==> src/rtl/tdm_demux_1x4.sv <==
// tdm_demux_1x4: splits a time-multiplexed sample stream into NUM_CH per-channel
// holding registers, aligned by frame_sync. Slot 0 is marked by frame_sync;
// samples seen before the first sync are dropped. A sync that arrives while a
// frame is still open restarts the frame at slot 0 and is flagged as an error.
module tdm_demux_1x4 #(
   parameter int unsigned DATA_W = 8,
   parameter int unsigned NUM_CH = 4
) (
   input  logic                       clk,
   input  logic                       rst_n,
   input  logic [DATA_W-1:0]          din,
   input  logic                       din_valid,
   input  logic                       frame_sync,
   output logic [NUM_CH*DATA_W-1:0]   dout,
   output logic [NUM_CH-1:0]          dout_valid,
   output logic                       frame_done,
   output logic                       frame_err,
   output logic [7:0]                 err_count
);

   localparam int unsigned SLOT_W    = (NUM_CH > 1) ? $clog2(NUM_CH) : 1;
   localparam int unsigned OUT_W     = NUM_CH * DATA_W;
   localparam int unsigned ERR_W     = 8;
   localparam logic [SLOT_W-1:0] LAST_SLOT = SLOT_W'(NUM_CH - 1);
   localparam logic [ERR_W-1:0]  ERR_MAX   = {ERR_W{1'b1}};

   // Reject channel counts the slot logic is not sized for.
   if (NUM_CH < 2 || NUM_CH > 16) begin : g_bad_num_ch
      $error("tdm_demux_1x4: NUM_CH must be in 2..16");
   end

   typedef enum logic [0:0] {
      HUNT = 1'b0,
      RUN  = 1'b1
   } state_t;

   state_t              state_q;
   state_t              state_d;
   logic [SLOT_W-1:0]   slot_q;
   logic [SLOT_W-1:0]   slot_d;

   logic                wr_en;
   logic [SLOT_W-1:0]   wr_ch;
   logic                err_d;

   logic [OUT_W-1:0]    dout_d;
   logic [NUM_CH-1:0]   dout_valid_d;
   logic                frame_done_d;
   logic [ERR_W-1:0]    err_count_d;

   // State and slot registers.
   always_ff @(posedge clk or negedge rst_n) begin
      if (!rst_n) begin
         state_q <= HUNT;
         slot_q  <= '0;
      end else begin
         state_q <= state_d;
         slot_q  <= slot_d;
      end
   end

   // Next-state logic: decide which channel (if any) the current sample writes.
   always_comb begin
      state_d = state_q;
      slot_d  = slot_q;
      wr_en   = 1'b0;
      wr_ch   = '0;
      err_d   = 1'b0;
      if (din_valid) begin
         case (state_q)
            HUNT: begin
               // Without a sync there is no frame to place the sample in.
               if (frame_sync) begin
                  wr_en   = 1'b1;
                  wr_ch   = '0;
                  slot_d  = SLOT_W'(1);
                  state_d = RUN;
               end
            end
            RUN: begin
               if (frame_sync) begin
                  // Premature sync: abandon the open frame and restart at slot 0.
                  wr_en  = 1'b1;
                  wr_ch  = '0;
                  slot_d = SLOT_W'(1);
                  err_d  = 1'b1;
               end else begin
                  wr_en = 1'b1;
                  wr_ch = slot_q;
                  if (slot_q == LAST_SLOT) begin
                     slot_d  = '0;
                     state_d = HUNT;
                  end else begin
                     slot_d = slot_q + SLOT_W'(1);
                  end
               end
            end
            default: begin
               state_d = HUNT;
               slot_d  = '0;
            end
         endcase
      end
   end

   // Output next values: channel write, one-hot strobe, frame/err pulses, error counter.
   always_comb begin
      dout_d       = dout;
      dout_valid_d = '0;
      frame_done_d = 1'b0;
      err_count_d  = err_count;
      if (wr_en) begin
         for (int unsigned k = 0; k < NUM_CH; k++) begin
            if (wr_ch == SLOT_W'(k)) begin
               dout_d[k*DATA_W +: DATA_W] = din;
               dout_valid_d[k]            = 1'b1;
            end
         end
         frame_done_d = (wr_ch == LAST_SLOT);
      end
      if (err_d && (err_count != ERR_MAX)) begin
         err_count_d = err_count + ERR_W'(1);
      end
   end

   // Registered outputs; nothing reaches a port combinationally from the inputs.
   always_ff @(posedge clk or negedge rst_n) begin
      if (!rst_n) begin
         dout       <= '0;
         dout_valid <= '0;
         frame_done <= 1'b0;
         frame_err  <= 1'b0;
         err_count  <= '0;
      end else begin
         dout       <= dout_d;
         dout_valid <= dout_valid_d;
         frame_done <= frame_done_d;
         frame_err  <= err_d;
         err_count  <= err_count_d;
      end
   end

endmodule

==> config.mk <==
export PLATFORM = sky130hd
export DESIGN_NAME = tdm_demux_1x4
export DESIGN_NICKNAME = d
export VERILOG_FILES = /design/src/rtl/tdm_demux_1x4.sv
export SDC_FILE = /design/constraint.sdc
export NUM_CORES = 1
export LEC_CHECK = 0
export ABC_CLOCK_PERIOD_IN_PS = 3400
export CAP_MARGIN = 20
export CORE_MARGIN = 3
export CORE_UTILIZATION = 52
export CTS_BUF_LIST = sky130_fd_sc_hd__clkbuf_4
export DETAILED_ROUTE_END_ITERATION = 6
export GPL_TIMING_DRIVEN = 0
export PLACE_DENSITY = 0.95
export SLEW_MARGIN = 15
export SYNTH_ARGS = -nofsm -noshare
export SYNTH_HDL_FRONTEND = slang
export SYNTH_SLANG_ARGS = --single-unit
==> constraint.sdc <==
create_clock -name clk -period 3.4 [get_ports clk]
set_clock_uncertainty 0.05 [all_clocks]
set_input_delay 0.68 -clock clk [delete_from_list [all_inputs] [get_ports clk]]
set_output_delay 0.68 -clock clk [all_outputs]
set_load 0.01 [all_outputs]
Word level (Yosys, flattened, before mapping)
Index checks and enable logic that the tools add are counted.
{"block": "op_classes", "n_bitwise": 1, "n_addsub": 2, "mux": 21, "n_eq_ne": 6, "reduce_logical": 7}
{"operator": "1-bit 2-to-1 mux", "count": 11}
{"operator": "2-bit 2-to-1 mux", "count": 5}
{"operator": "2-bit AND reduction", "count": 5}
{"operator": "8-bit by 1-bit adder with 8-bit output (second input constant)", "count": 1}
{"operator": "8-bit != test (second input constant)", "count": 1}
{"operator": "2-bit one-hot mux with 2 select lines", "count": 2}
{"operator": "2-bit == test (second input constant)", "count": 3}
{"operator": "4-bit 2-to-1 mux", "count": 1}
{"operator": "1-bit one-hot mux with 2 select lines", "count": 2}
{"operator": "2-bit by 1-bit adder with 2-bit output (second input constant)", "count": 1}
{"operator": "2-bit by 1-bit == test with 1-bit output (second input constant)", "count": 1}
{"operator": "2-bit logical NOT", "count": 1}
{"operator": "2-bit != test (second input constant)", "count": 1}
{"operator": "1-bit logical AND", "count": 1}
{"operator": "1-bit NOT", "count": 1}
{"block": "word_totals", "out_inout_bits": 46, "regBits": 49, "in_bits": 12}

Depth between registers and ports, before layout
Gate-level depths: netlist (run 1).
{"block": "depth", "word_depth": 6, "depth_mapped": 5}

Least setup slack after synthesis (run 1)
Ideal clock, no wire load.
{"block": "synth_path", "kind": "input to register", "start": "input frame_sync", "end": "register dout[24]", "setup_time_ns": 0.125, "arrival_ns": 1.829, "cell_stages": 4, "slack_ns": 1.396, "n_path_buf": 2, "required_time_ns": 3.225, "path_cell_list": "buf_2 or4_4 buf_6 mux2_4"}
{"block": "synth_via", "elab_chain_len": 5, "elab_cells_between_ends": 8, "classes_between": "1 x eq/ne; 6 x mux; 1 x reduce/logical"}
{"item": "start, declared", "line": "13", "text": "input logic frame_sync,"}
{"item": "2-bit 2-to-1 mux", "line": "81", "text": "if (frame_sync) begin"}
{"item": "2-bit one-hot mux with 2 select lines", "line": "70", "text": "case (state_q)"}
{"item": "2-bit 2-to-1 mux", "line": "69", "text": "if (din_valid) begin"}
{"item": "2-bit == test", "line": "114", "text": "if (wr_ch == SLOT_W'(k)) begin"}
{"item": "2-bit AND reduction (no line) *"}
{"item": "end signal, assigned", "line": "135", "text": "dout <= dout_d;"}
{"item": "end, declared", "line": "14", "text": "output logic [NUM_CH*DATA_W-1:0] dout,"}
Every way passes the cells marked *; elsewhere a longest branch is shown, timed or not.
A chain may end at the register's enable or synchronous reset.

Worst setup path after layout (run 1)
{"block": "layout_path", "start": "register err_count[4]", "end": "output err_count[4]"}
{"item": "start, declared", "line": "18", "text": "output logic [7:0] err_count"}
{"item": "start signal, assigned", "line": "139", "text": "err_count <= err_count_d;"}
No word-level cell between the ends.

==> results of run 1 <==
cells in the mapped netlist, types with 2 or more instances:
cell type  instances  share of area
mux2_4             8          0.060
nand3_1            4          0.010
nor4_4             2          0.021
nand4_1            4          0.012
a211oi_1           3          0.011
ha_1               2          0.012
a21oi_1            6          0.015
inv_2              2         0.0037
nor3_1             2         0.0050
mux2_2            28           0.16
dfrtp_1           48           0.60
and3_1             2         0.0062
inv_1              3         0.0056
nand2_1            3         0.0056
where the power goes:
part	switching (W)	internal, W
Sequential	0.000185	0.000793
Combinational	0.000390	0.000619
Clock	0.000173	0.0000870
Total	0.000748	0.00150
metal layers:
metal / share of wire / global-route usage / wire, um
met5: 0 / 0 / 0
met2: 0.51 / 0.366 / 2270
met3: 0.062 / 0.0411 / 278
met1: 0.42 / 0.264 / 1860
met4: 0.011 / 0.0695 / 48
kinds of logic (layout without fill, tap and decap cells):
family	Yosys count	count (layout)	share of synthesized area
DFF	48	48	0.597
muxes	36	36	0.217
and+or+nand+nor	23	23	0.0846
AOI/OAI and AO/OA	16	16	0.0548
buffers and inverters	10	74	0.0299
adders and majority gates	2	2	0.0124
xor gates and xnor gates	1	1	0.00436
path summary, 6_finish.rpt:
check	start	endpoint	slack (ns)	cells past startpoint
max in group asynchronous	rst_n	dout[26]	2.66	2
hold reg to reg	dout[4]	dout[4]	0.47	1
setup reg to reg	slot_q[1]	dout[23]	1.57	3
setup / recovery	err_count[4]	err_count[4]	1.21	1
hold / removal	rst_n	dout[15]	0.15	1
min in group clk	dout[4]	dout[4]	0.47	1
metrics by stage:
stage               utilization  worst slack [ns]  total power (W)  hold slack (ns)
floorplan                     -              1.40          0.00143            0.334
global placement          0.744             0.440          0.00193            0.440
detailed placement        0.748              1.23          0.00200            0.444
CTS                       0.764              1.21          0.00226            0.143
global route              0.764              1.14          0.00238            0.138
finish                    0.764              1.21          0.00225            0.148
area by class of cell:
type	count	area [um^2]
repair buffers	56	566
inverters	5	18.8
clock buffers	6	45.0
clock inverters	2	11.3
fillers	216	831
well taps	46	57.6
multi-input cells	78	749
plain buffers	5	41.3
flip-flops and latches	48	1200
state kept, by name, indices dropped and copies added, names as in the netlist:
register and cells:
dout_valid 4, err_count 8, slot_q 2, state_q 1, dout 32, frame_err 1
==> insert_results.sql, run 1 <==
INSERT INTO impl_metrics (metric_group, metric, value, unit) VALUES
('layout', 'n_antenna_cell', '0', ''),
('sta', 'post-route-min-period', '2.19', 'ns'),
('die', 'placeableCoreArea', '0.00352', 'mm^2'),
('cts', 'post_cts_buffers', '0', ''),
('global_route', 'grt_max_degree', '38', ''),
('synthesis', 'post_synth.cell_area_avg', '14.8', 'um^2'),
('cts', 'cts_buffer_depth', '2', ''),
('routing', 'post_drt_via_cell_ratio', '5.61', ''),
('power', 'vdd_ir_drop_max', '517', 'uV'),
('sta', 'timing.final.hold_violations', '0', ''),
('placement', 'place.gp.congestion', '0.820', ''),
('routing', 'residual_antenna_violating_net_count_after_detailed_routing', '0', ''),
('critical_path', 'critical_path.endpoint_type', 'output pin', ''),
('cts', 'cts.hold.buffers_added', '0', ''),
('global_route', 'grt_antenna_before_repair', '0', ''),
('layout', 'fin_area', '0.00269', 'mm^2'),
('layout', 'most_common_cell_after_layout_fill_and_taps_aside', 'clkdlybuf4s50_1', ''),
('layout', 'layout-area-overhead-vs-synth', '33.8', '%'),
('die', 'std_cell_rows', '21', ''),
('die', 'start_util', '0.571', ''),
('job', 'max-cap-violations', '0', ''),
('synthesis', 'synth-edff-count', '0', ''),
('cts', 'cts_tree', 'built', ''),
('global_route', 'grt.total_usage', '0.211', ''),
('die', 'fp.dieArea', '0.00465', 'mm^2'),
('global_route', 'gr-total-overflow', '0', ''),
('die', 'die_x', '68.2', 'um'),
('sta', 'setup_viol', '0', ''),
('critical_path', 'crit_arrival', '1.46', 'ns'),
('routing', 'drcViolationCount', '0', ''),
('sta', 'drv_slew', '0', ''),
('routing', 'drt_iter0_drc', '76', ''),
('placement', 'place_inst', '238', ''),
('die', 'fp.dieH', '68.2', 'um'),
('critical_path', 'count_of_buffering_cells_on_the_critical_path_with_inverters_included', '1', ''),
('synthesis', 'postSynthRegisterBits', '48', ''),
('cts', 'tritoncts.num_buffers', '5', ''),
('synthesis', 'yosysWarnings', '0', ''),
('cts', 'worst_setup_hold_path_clk_slew', '0.13', 'ns'),
('routing', 'drt_pre_antenna_iters', '4', ''),
('cts', 'clockRootBuffer', 'clkbuf_4', ''),
('synthesis', 'synthesis.instances', '136', ''),
('synthesis', 'synthDistinctLibCells', '33', ''),
('sta', 'timing.fmax', '0.456', 'GHz'),
('layout', 'finish.net_count', '213', ''),
('critical_path', 'worstSetupPathType', 'reg -> out', ''),
('synthesis', 'synth.yosys.seq_area_share', '0.597', ''),
('sta', 'transition_time_at_the_pin_with_the_least_slew_margin', '0.698', 'ns'),
('global_route', 'grt_pass1_wl', '7.02', 'mm'),
('power', 'static-leakage-power', '1.18', 'nW'),
('die', 'ioPinCount', '58', ''),
('layout', 'layout_common_cells', 'clkdlybuf4s50_1 (54), dfrtp_1 (48), mux2_2 (28), mux2_4 (8)', ''),
('layout', 'layoutNonFillerInstCount', '246', ''),
('placement', 'io_buffer_count', '55', ''),
('sta', 'slew_headroom', '0.531', ''),
('layout', 'layout_cells_sized_above_1', '0.285', ''),
('critical_path', 'cp_top_family', 'buffers and inverters', ''),
('sta', 'unrepaired_setup_endpoints_after_global_routing', 'no', ''),
('placement', 'dp.final_hpwl', '3.29', 'mm'),
('placement', 'postPlaceCellArea', '0.00263', 'mm^2'),
('routing', 'drt_wl_total', '4.45', 'mm'),
('critical_path', 'required_time_of_the_critical_path', '2.67', 'ns'),
('cts', 'tritoncts_num_sinks', '48', ''),
('routing', 'routedWlPerCell', '18.1', 'um'),
('critical_path', 'cp_slowest_cell', 'clkdlybuf4s50_1', ''),
('critical_path', 'critical_path_peak_fanout', '8', ''),
('synthesis', 'synth_fp_nets', '150', ''),
('critical_path', 'max_stage_delay', '0.60', 'ns'),
('critical_path', 'startpoint_type', 'flip-flop', ''),
('run_status', 'outcome', 'completed', ''),
('synthesis', 'mappedNetlistArea', '0.00201', 'mm^2'),
('cts', 'clkLatencyLatePin', '0.35', 'ns'),
('sta', 'finalSetupTns', '0', 'ns'),
('min_path', 'hold_class', 'in -> async', ''),
('sta', 'timing.final.crit_share', '0.644', ''),
('cts', 'ctsHtreeMaxLevel', '2', ''),
('synthesis', 'async_reset_ff_frac', '1.00', ''),
('global_route', 'number_of_global_route_vias_before_repair', '1382', ''),
('power', 'powerDensity', '835', 'mW/mm^2'),
('synthesis', 'postSynth.topFlopCell', 'dfrtp_1', ''),
('critical_path', 'cell_breakdown_of_the_critical_path', 'clkdlybuf4s50_1', ''),
('cts', 'post_cts_resized', '0', ''),
('routing', 'route.vias.total', '1380', '');
Power figures use the tool's default switching activity.
==> run 2: changes to the inputs <==
--- a/config.mk
+++ b/config.mk
@@ -5,14 +5,14 @@
 export SDC_FILE = /design/constraint.sdc
 export NUM_CORES = 1
 export LEC_CHECK = 0
-export ABC_CLOCK_PERIOD_IN_PS = 3400
+export ABC_CLOCK_PERIOD_IN_PS = 1900
 export CAP_MARGIN = 20
 export CORE_MARGIN = 3
-export CORE_UTILIZATION = 52
+export CORE_UTILIZATION = 44
 export CTS_BUF_LIST = sky130_fd_sc_hd__clkbuf_4
 export DETAILED_ROUTE_END_ITERATION = 6
 export GPL_TIMING_DRIVEN = 0
-export PLACE_DENSITY = 0.95
+export PLACE_DENSITY = 0.88
 export SLEW_MARGIN = 15
 export SYNTH_ARGS = -nofsm -noshare
 export SYNTH_HDL_FRONTEND = slang
==> constraint.sdc (replaced) <==
create_clock -name clk -period 1.9 [get_ports clk]
set_clock_uncertainty 0.05 [all_clocks]
set_input_delay 0.38 -clock clk [delete_from_list [all_inputs] [get_ports clk]]
set_output_delay 0.38 -clock clk [all_outputs]
set_load 0.01 [all_outputs]
==> run 2 against run 1 <==
  * Total power increased by 88%
  * Clock power rose to 2.7 times the previous value
  * Wire length is 8.5% lower
  * First-iteration DRC count fell by 22%
  * Highest routed layer unchanged
==> insert_results.sql, run 2 (synthesis gave the netlist of run 1 again) <==
INSERT INTO impl_metrics (metric_group, metric, value, unit) VALUES
('cts', 'cts_buffer_depth', '2', ''),
('routing', 'residual_antenna_violating_net_count_after_detailed_routing', '0', ''),
('layout', 'fin_area', '0.00275', 'mm^2'),
('critical_path', 'reg2reg_slack', '0.15', 'ns'),
('sta', 'slew_headroom', '0.551', ''),
('critical_path', 'max_stage_delay', '0.58', 'ns'),
('routing', 'route.met2.wl', '1.93', 'mm'),
('layout', 'layout_common_cells', 'clkdlybuf4s50_1 (54), dfrtp_1 (45), mux2_2 (28), mux2_4 (8), a21oi_1 (6)', ''),
('sta', 'setup_viol', '0', ''),
('placement', 'place_ws', '0.0629', 'ns'),
('routing', 'drt_pre_antenna_iters', '4', ''),
('layout', 'layout_cells_sized_above_1', '0.300', ''),
('global_route', 'grt_pass1_wl', '6.64', 'mm'),
('sta', 'post-route-min-period', '1.82', 'ns'),
('layout', 'largest_register', 'dout', ''),
('power', 'power.total', '0.00422', 'W'),
('routing', 'drt_iter0_drc', '59', ''),
('power', 'internal_dissipation', '0.00293', 'W'),
('run_status', 'outcome', 'completed', ''),
('power', 'power.share.combinational', '0.419', ''),
('layout', 'finish.net_count', '214', ''),
('power', 'p_seq_frac', '0.412', ''),
('sta', 'timing.fmax', '0.548', 'GHz'),
('global_route', 'grt.total_usage', '0.160', ''),
('power', 'switching_power', '0.00129', 'W'),
('critical_path', 'cp_top_family', 'buffers and inverters', ''),
('sta', 'drv_slew', '0', ''),
('critical_path', 'r2r_end', 'dout[13]', ''),
('die', 'std_cell_rows', '23', ''),
('placement', 'place.gp.congestion', '0.856', ''),
('critical_path', 'required_time_of_the_critical_path', '1.47', 'ns'),
('sta', 'whs', '0.237', 'ns'),
('layout', 'layout.core_utilization', '0.655', ''),
('layout', 'fillCellCount', '318', ''),
('cts', 'post_cts_buffers', '0', ''),
('critical_path', 'count_of_buffering_cells_on_the_critical_path_with_inverters_included', '1', ''),
('critical_path', 'worstSetupEndpoint', 'err_count[1]', ''),
('routing', 'route.vias.total', '1366', ''),
('global_route', 'grt_max_degree', '27', ''),
('die', 'ioPinCount', '58', ''),
('routing', 'detail_route.wirelength.met1', '1.78', 'mm'),
('cts', 'clkLatencyLatePin', '0.34', 'ns'),
('cts', 'worst_setup_hold_path_clk_slew', '0.12', 'ns'),
('routing', 'drcViolationCount', '0', ''),
('placement', 'dp.final_hpwl', '2.98', 'mm'),
('cts', 'clockRootBuffer', 'clkbuf_4', ''),
('critical_path', 'cell_breakdown_of_the_critical_path', 'clkdlybuf4s50_1', ''),
('layout', 'most_common_cell_after_layout_fill_and_taps_aside', 'clkdlybuf4s50_1', ''),
('power', 'relative_contribution_of_the_clock_network_to_total_power', '0.169', ''),
('die', 'start_util', '0.479', ''),
('sta', 'timing.final.hold_violations', '0', ''),
('layout', 'largestRegisters', 'dout x32, err_count x8, dout_valid x4', ''),
('routing', 'detailed_route_wirelength_on_metal3', '324', 'um'),
('sta', 'layout_setup_ws', '0.0757', 'ns'),
('layout', 'number_of_flip_flops_in_the_largest_register', '32', ''),
('sta', 'unrepaired_setup_endpoints_after_global_routing', 'no', ''),
('global_route', 'grt_antenna_before_repair', '0', ''),
('die', 'fp.dieH', '73.6', 'um'),
('power', 'powerDensity', '1540', 'mW/mm^2'),
('critical_path', 'timing.rr.start', 'slot_q[0]', ''),
('sta', 'timing.final.crit_share', '0.960', ''),
('die', 'placeableCoreArea', '0.00420', 'mm^2'),
('critical_path', 'path_depth', '1', ''),
('critical_path', 'beginning_of_the_critical_path', 'err_count[1]', ''),
('die', 'fp.dieArea', '0.00542', 'mm^2'),
('min_path', 'hold_class', 'in -> reg', ''),
('sta', 'transition_time_at_the_pin_with_the_least_slew_margin', '0.668', 'ns'),
('cts', 'cts_tree', 'built', ''),
('routing', 'routedWlPerCell', '16.3', 'um'),
('critical_path', 'startpoint_type', 'flip-flop', ''),
('power', 'vdd_ir_drop_max', '724', 'uV'),
('critical_path', 'critical_path.endpoint_type', 'output pin', ''),
('layout', 'n_antenna_cell', '0', ''),
('cts', 'ctsHtreeMaxLevel', '2', ''),
('power', 'power_switching_share', '0.306', ''),
('placement', 'postPlaceCellArea', '0.00264', 'mm^2'),
('routing', 'post_drt_via_cell_ratio', '5.46', ''),
('placement', 'io_buffer_count', '55', ''),
('critical_path', 'r2r.worst_path.cells', '3', ''),
('critical_path', 'critical_path_peak_fanout', '6', ''),
('cts', 'tritoncts_num_sinks', '48', ''),
('power', 'static-leakage-power', '1.20', 'nW'),
('job', 'max-cap-violations', '0', ''),
('critical_path', 'crit_arrival', '1.39', 'ns'),
('die', 'die_x', '73.6', 'um'),
('layout', 'layout-area-overhead-vs-synth', '36.8', '%'),
('global_route', 'gr-total-overflow', '0', ''),
('routing', 'drt_wl_total', '4.08', 'mm'),
('global_route', 'number_of_global_route_vias_before_repair', '1395', ''),
('critical_path', 'cp_slowest_cell', 'clkdlybuf4s50_1', ''),
('cts', 'tritoncts.num_buffers', '5', ''),
('routing', 'top_signal_layer_used', 'met4', ''),
('critical_path', 'worstSetupPathType', 'reg -> out', '');
run 2: cell types whose count changed in the layout (fill, tap and decap cells not counted), sizes merged:
cell / before / now
clkinvlp: 1 / 0
bufinv: 0 / 2
dlygate4sd3: 0 / 1
clkinv: 1 / 0
clkbuf: 8 / 7
run 2: repair_timing:
| item | CTS | global route |
|---|---|---|
| gates resized for setup | 0 | 3 |
| endpoints found under the hold margin | 22 | 0 |
| hold buffers | 1 | 0 |
| setup endpoints to repair | 0 | 3 |
run 2: through the flow:
| step | std cells | setup TNS (ns) |
|---|---|---|
| 2_1_floorplan | 136 | 0 |
| 3_3_place_gp | 241 | -41.62 |
| 3_5_place_dp | 242 | 0 |
| 4_1_cts | 250 | 0 |
| 5_1_grt | 250 | 0 |
| 6_report | 250 | 0 |
run 2: how the worst min path moves through the flow:
| stage | from | to | slack (ns) | cells past startpoint |
|---|---|---|---|---|
| floorplan | rst_n | dout[0] | 0.03 | 0 |
| global placement | dout[5] | dout[5] | 0.44 | 1 |
| detailed placement | rst_n | dout[28] | 0.34 | 1 |
| CTS | din_valid | slot_q[1] | 0.22 | 2 |
| global route | din_valid | slot_q[1] | 0.21 | 2 |
| finish | din_valid | slot_q[1] | 0.24 | 2 |
run 2: final cells by class:
| type | count | area, um^2 | share of cell area |
|---|---|---|---|
| Timing Repair Buffer | 57 | 576 | 0.209 |
| Inverter | 5 | 18.8 | 0.00682 |
| Buffer | 5 | 41.3 | 0.0150 |
| Clock inverter | 2 | 60.1 | 0.0218 |
| Clock buffer | 5 | 37.5 | 0.0136 |
| Sequential cell | 48 | 1200 | 0.438 |
| Tap cell | 50 | 62.6 | 0.0227 |
| Multi-Input combinational cell | 78 | 749 | 0.273 |
run 2: power groups by stage:
stage / combinational, W / clock (W) / sequential, W
after floorplan: 0.000675 / 0 / 0.00189
after global placement: 0.00173 / 0 / 0.00175
after detailed placement: 0.00178 / 0 / 0.00176
after CTS: 0.00179 / 0.000728 / 0.00174
after global routing: 0.00190 / 0.000777 / 0.00180
final: 0.00177 / 0.000712 / 0.00174
run 2: metal layers:
metal,track usage,vias up
met3,0.0397,7
met1,0.207,668
met4,0.0483,0
met5,0,-
li1,-,625
met2,0.265,66
==> run 3: changes to the inputs <==
--- a/config.mk
+++ b/config.mk
@@ -5,6 +5,7 @@
 export SDC_FILE = /design/constraint.sdc
 export NUM_CORES = 1
 export LEC_CHECK = 0
+export ABC_AREA = 1
 export ABC_CLOCK_PERIOD_IN_PS = 1900
 export CAP_MARGIN = 20
 export CORE_MARGIN = 3
@@ -12,7 +13,7 @@
 export CTS_BUF_LIST = sky130_fd_sc_hd__clkbuf_4
 export DETAILED_ROUTE_END_ITERATION = 6
 export GPL_TIMING_DRIVEN = 0
-export PLACE_DENSITY = 0.88
+export PLACE_DENSITY = 0.87
 export SLEW_MARGIN = 15
 export SYNTH_ARGS = -nofsm -noshare
 export SYNTH_HDL_FRONTEND = slang
==> run 3 against run 2 <==
  * Via count rose by 21%
  * Count of clock-buffer cells in the layout did not move
  * Synthesized cell count rose by 60%
  * Wire length rose by 9.7%
  * Hold slack improved by 0.20 ns
  * Combinational power barely moved
  * Sequential share of layout area fell by 1.6 points
  * Synthesized area rose by 3.7%
  * Largest cell class unchanged
==> insert_results.sql, run 3 <==
INSERT INTO impl_metrics (metric_group, metric, value, unit) VALUES
('critical_path', 'beginning_of_the_critical_path', 'err_count[3]', ''),
('placement', 'place_inst', '327', ''),
('die', 'fp.dieArea', '0.00560', 'mm^2'),
('cts', 'ctsHtreeMaxLevel', '2', ''),
('power', 'switching_power', '0.00139', 'W'),
('power', 'static-leakage-power', '1.41', 'nW'),
('min_path', 'timing.hold.worst.start', 'dout[1]', ''),
('critical_path', 'cell_breakdown_of_the_critical_path', 'clkdlybuf4s50_1', ''),
('min_path', 'hold_class', 'reg -> reg', ''),
('power', 'relative_contribution_of_the_clock_network_to_total_power', '0.173', ''),
('run_status', 'outcome', 'completed', ''),
('critical_path', 'startpoint_type', 'flip-flop', ''),
('placement', 'io_buffer_count', '57', ''),
('routing', 'residual_antenna_violating_net_count_after_detailed_routing', '0', ''),
('global_route', 'number_of_global_route_vias_before_repair', '1576', ''),
('sta', 'timing.final.crit_share', '0.948', ''),
('synthesis', 'synth-edff-count', '0', ''),
('sta', 'post-route-min-period', '1.80', 'ns'),
('layout', 'layoutNonFillerInstCount', '335', ''),
('synthesis', 'yosys.cell_count.top_type', 'nand2_1', ''),
('layout', 'number_of_flip_flops_in_the_largest_register', '32', ''),
('layout', 'layout-area-overhead-vs-synth', '36.4', '%'),
('critical_path', 'crit_arrival', '1.37', 'ns'),
('synthesis', 'synth_area_leader_cell', 'dfrtp_1', ''),
('power', 'vdd_ir_drop_max', '827', 'uV'),
('routing', 'route.vias.total', '1658', ''),
('cts', 'clkLatencyLatePin', '0.35', 'ns'),
('cts', 'post_cts_resized', '0', ''),
('layout', 'layout_common_cells', 'nand2_1 (77), clkdlybuf4s50_1 (56), dfrtp_1 (48), inv_1 (22), o21ai_2 (16)', ''),
('placement', 'place.gp.congestion', '0.863', ''),
('power', 'power.share.combinational', '0.422', ''),
('global_route', 'grt_antenna_before_repair', '0', ''),
('critical_path', 'timing.rr.start', 'err_count[1]', ''),
('die', 'placeableCoreArea', '0.00447', 'mm^2'),
('routing', 'detailed_route_wirelength_on_metal3', '280', 'um'),
('critical_path', 'cp_slowest_cell', 'clkdlybuf4s50_1', ''),
('sta', 'whs', '0.436', 'ns'),
('sta', 'drv_slew', '0', ''),
('critical_path', 'max_stage_delay', '0.57', 'ns'),
('cts', 'worst_setup_hold_path_clk_slew', '0.14', 'ns'),
('synthesis', 'synth_area_leaders', 'dfrtp_1 (58%), nand2_1 (14%), o21ai_2 (6.7%)', ''),
('critical_path', 'worstSetupPathType', 'reg -> out', ''),
('placement', 'dp.final_hpwl', '3.30', 'mm'),
('sta', 'slew_headroom', '0.653', ''),
('synthesis', 'synth_fp_nets', '231', ''),
('routing', 'route.met2.wl', '2.22', 'mm'),
('global_route', 'grt_max_degree', '28', ''),
('critical_path', 'cp_top_family', 'buffers and inverters', ''),
('power', 'powerDensity', '1460', 'mW/mm^2'),
('routing', 'drt_iter0_drc', '59', ''),
('critical_path', 'critical_path.endpoint_type', 'output pin', ''),
('layout', 'fillCellCount', '354', ''),
('critical_path', 'path_depth', '1', ''),
('synthesis', 'synthTopCellsByCount', 'nand2_1 (77), dfrtp_1 (48), inv_1 (22)', ''),
('critical_path', 'count_of_buffering_cells_on_the_critical_path_with_inverters_included', '1', ''),
('layout', 'largest_register', 'dout', ''),
('critical_path', 'required_time_of_the_critical_path', '1.47', 'ns'),
('job', 'max-cap-violations', '0', ''),
('die', 'fp.dieH', '74.8', 'um'),
('synthesis', 'async_reset_ff_frac', '1.00', ''),
('layout', 'finish.net_count', '297', ''),
('sta', 'finalSetupTns', '0', 'ns'),
('layout', 'n_antenna_cell', '0', ''),
('cts', 'clockRootBuffer', 'clkbuf_4', ''),
('synthesis', 'yosysWarnings', '0', ''),
('routing', 'routedWlPerCell', '13.4', 'um'),
('layout', 'largestRegisters', 'dout x32, err_count x8, dout_valid x4', ''),
('synthesis', 'mappedNetlistArea', '0.00208', 'mm^2'),
('routing', 'detail_route.wirelength.met1', '1.92', 'mm'),
('routing', 'post_drt_via_cell_ratio', '4.95', ''),
('power', 'internal_dissipation', '0.00277', 'W'),
('global_route', 'grt.total_usage', '0.173', ''),
('synthesis', 'area_fraction_of_the_dominant_cell_type_after_synthesis', '0.576', ''),
('layout', 'layout_cells_sized_above_1', '0.145', ''),
('power', 'power_switching_share', '0.335', ''),
('critical_path', 'critical_path_peak_fanout', '6', ''),
('cts', 'cts_buffer_depth', '2', ''),
('cts', 'cts_tree', 'built', ''),
('routing', 'drt_pre_antenna_iters', '4', ''),
('routing', 'drt_wl_total', '4.47', 'mm'),
('synthesis', 'synth.yosys.seq_area_share', '0.576', ''),
('sta', 'transition_time_at_the_pin_with_the_least_slew_margin', '0.520', 'ns'),
('layout', 'most_common_cell_after_layout_fill_and_taps_aside', 'nand2_1', ''),
('critical_path', 'r2r.worst_path.cells', '8', ''),
('synthesis', 'post_synth.cell_area_avg', '9.61', 'um^2'),
('synthesis', 'synthDistinctLibCells', '23', ''),
('min_path', 'hold_depth', '2', ''),
('routing', 'drcViolationCount', '0', ''),
('routing', 'top_signal_layer_used', 'met4', ''),
('sta', 'timing.fmax', '0.555', 'GHz'),
('global_route', 'gr-total-overflow', '0', ''),
('power', 'p_seq_frac', '0.405', ''),
('synthesis', 'postSynth.topFlopCell', 'dfrtp_1', ''),
('cts', 'tritoncts.num_buffers', '5', ''),
('global_route', 'grt_pass1_wl', '7.34', 'mm'),
('die', 'die_x', '74.8', 'um'),
('die', 'std_cell_rows', '24', ''),
('sta', 'setup_viol', '0', ''),
('synthesis', 'postSynthRegisterBits', '48', ''),
('sta', 'unrepaired_setup_endpoints_after_global_routing', 'no', ''),
('die', 'ioPinCount', '58', ''),
('die', 'start_util', '0.466', ''),
('cts', 'tritoncts_num_sinks', '48', ''),
('sta', 'timing.final.hold_violations', '0', ''),
('synthesis', 'synthesis.instances', '217', '');
## run 3: cell types whose count changed in the layout (fill, tap and decap cells not counted), moves of 8 or more
| cell | previous run | this run |
|---|---|---|
| nand2_1 | 3 | 77 |
| mux2_2 | 28 | 0 |
| inv_1 | 3 | 22 |
| o21ai_2 | 1 | 16 |
| o21ai_0 | 0 | 10 |
| mux2_4 | 8 | 0 |
## run 3: power groups by stage
| stage | combinational (W) | sequential (W) | clock [W] |
|---|---|---|---|
| 3_3_place_gp | 0.00173 | 0.00170 | 0 |
| 2_1_floorplan | 0.000632 | 0.00186 | 0 |
| 5_1_grt | 0.00193 | 0.00174 | 0.000773 |
| 4_1_cts | 0.00178 | 0.00168 | 0.000737 |
| 6_report | 0.00176 | 0.00168 | 0.000719 |
| 3_5_place_dp | 0.00178 | 0.00170 | 0 |
## run 3: stage by stage
step                cell area, um^2  total power (W)  worst slack (ns)   util
floorplan                      2080          0.00249             0.537      -
global placement               2720          0.00342            -0.937  0.608
detailed placement             2740          0.00348           -0.0211  0.611
CTS                            2840          0.00421            0.0699  0.635
global route                   2840          0.00444            0.0176  0.635
finish                         2840          0.00416            0.0997  0.635
## run 3: logic make-up after synthesis
kind of cell	count (synthesis)	share of synthesized area
and+or+nand+nor	109	0.244
AOI/OAI and AO/OA	30	0.103
xor gates and xnor gates	1	0.00420
buffers and inverters	27	0.0606
DFF	48	0.576
adders and majority gates	2	0.0120
## run 3: layout make-up
class | instances | area, um^2 | share of cell area
sequential | 48 | 1200 | 0.423
inverter | 22 | 82.6 | 0.0290
multi-input combinational | 142 | 757 | 0.266
tap | 52 | 65.1 | 0.0229
clock inverter | 2 | 60.1 | 0.0211
clock buffer | 5 | 37.5 | 0.0132
timing repair buffer | 59 | 596 | 0.210
buffer | 5 | 43.8 | 0.0154
## run 3: path summary, 6_finish.rpt
| check | to | slack [ns] |
|---|---|---|
| setup / recovery | err_count[3] | 0.1 |
| hold / removal | dout[1] | 0.44 |
| setup reg to reg | err_count[5] | 0.42 |
| hold reg to reg | dout[1] | 0.44 |
| max in group asynchronous | dout_valid[0] | 0.82 |
| min in group asynchronous | dout_valid[3] | 0.45 |
## run 3: what timing repair did
action / CTS / global route
endpoints found under the hold margin: 21 / 0
buffers inserted: 0 / 0
hold buffers: 1 / 0
## run 3: metal layers
| layer | vias to the layer above | track usage |
|---|---|---|
| met5 | - | 0 |
| met4 | 0 | 0.0553 |
| met3 | 4 | 0.0587 |
| met2 | 48 | 0.276 |
| met1 | 780 | 0.223 |
| li1 | 826 | - |
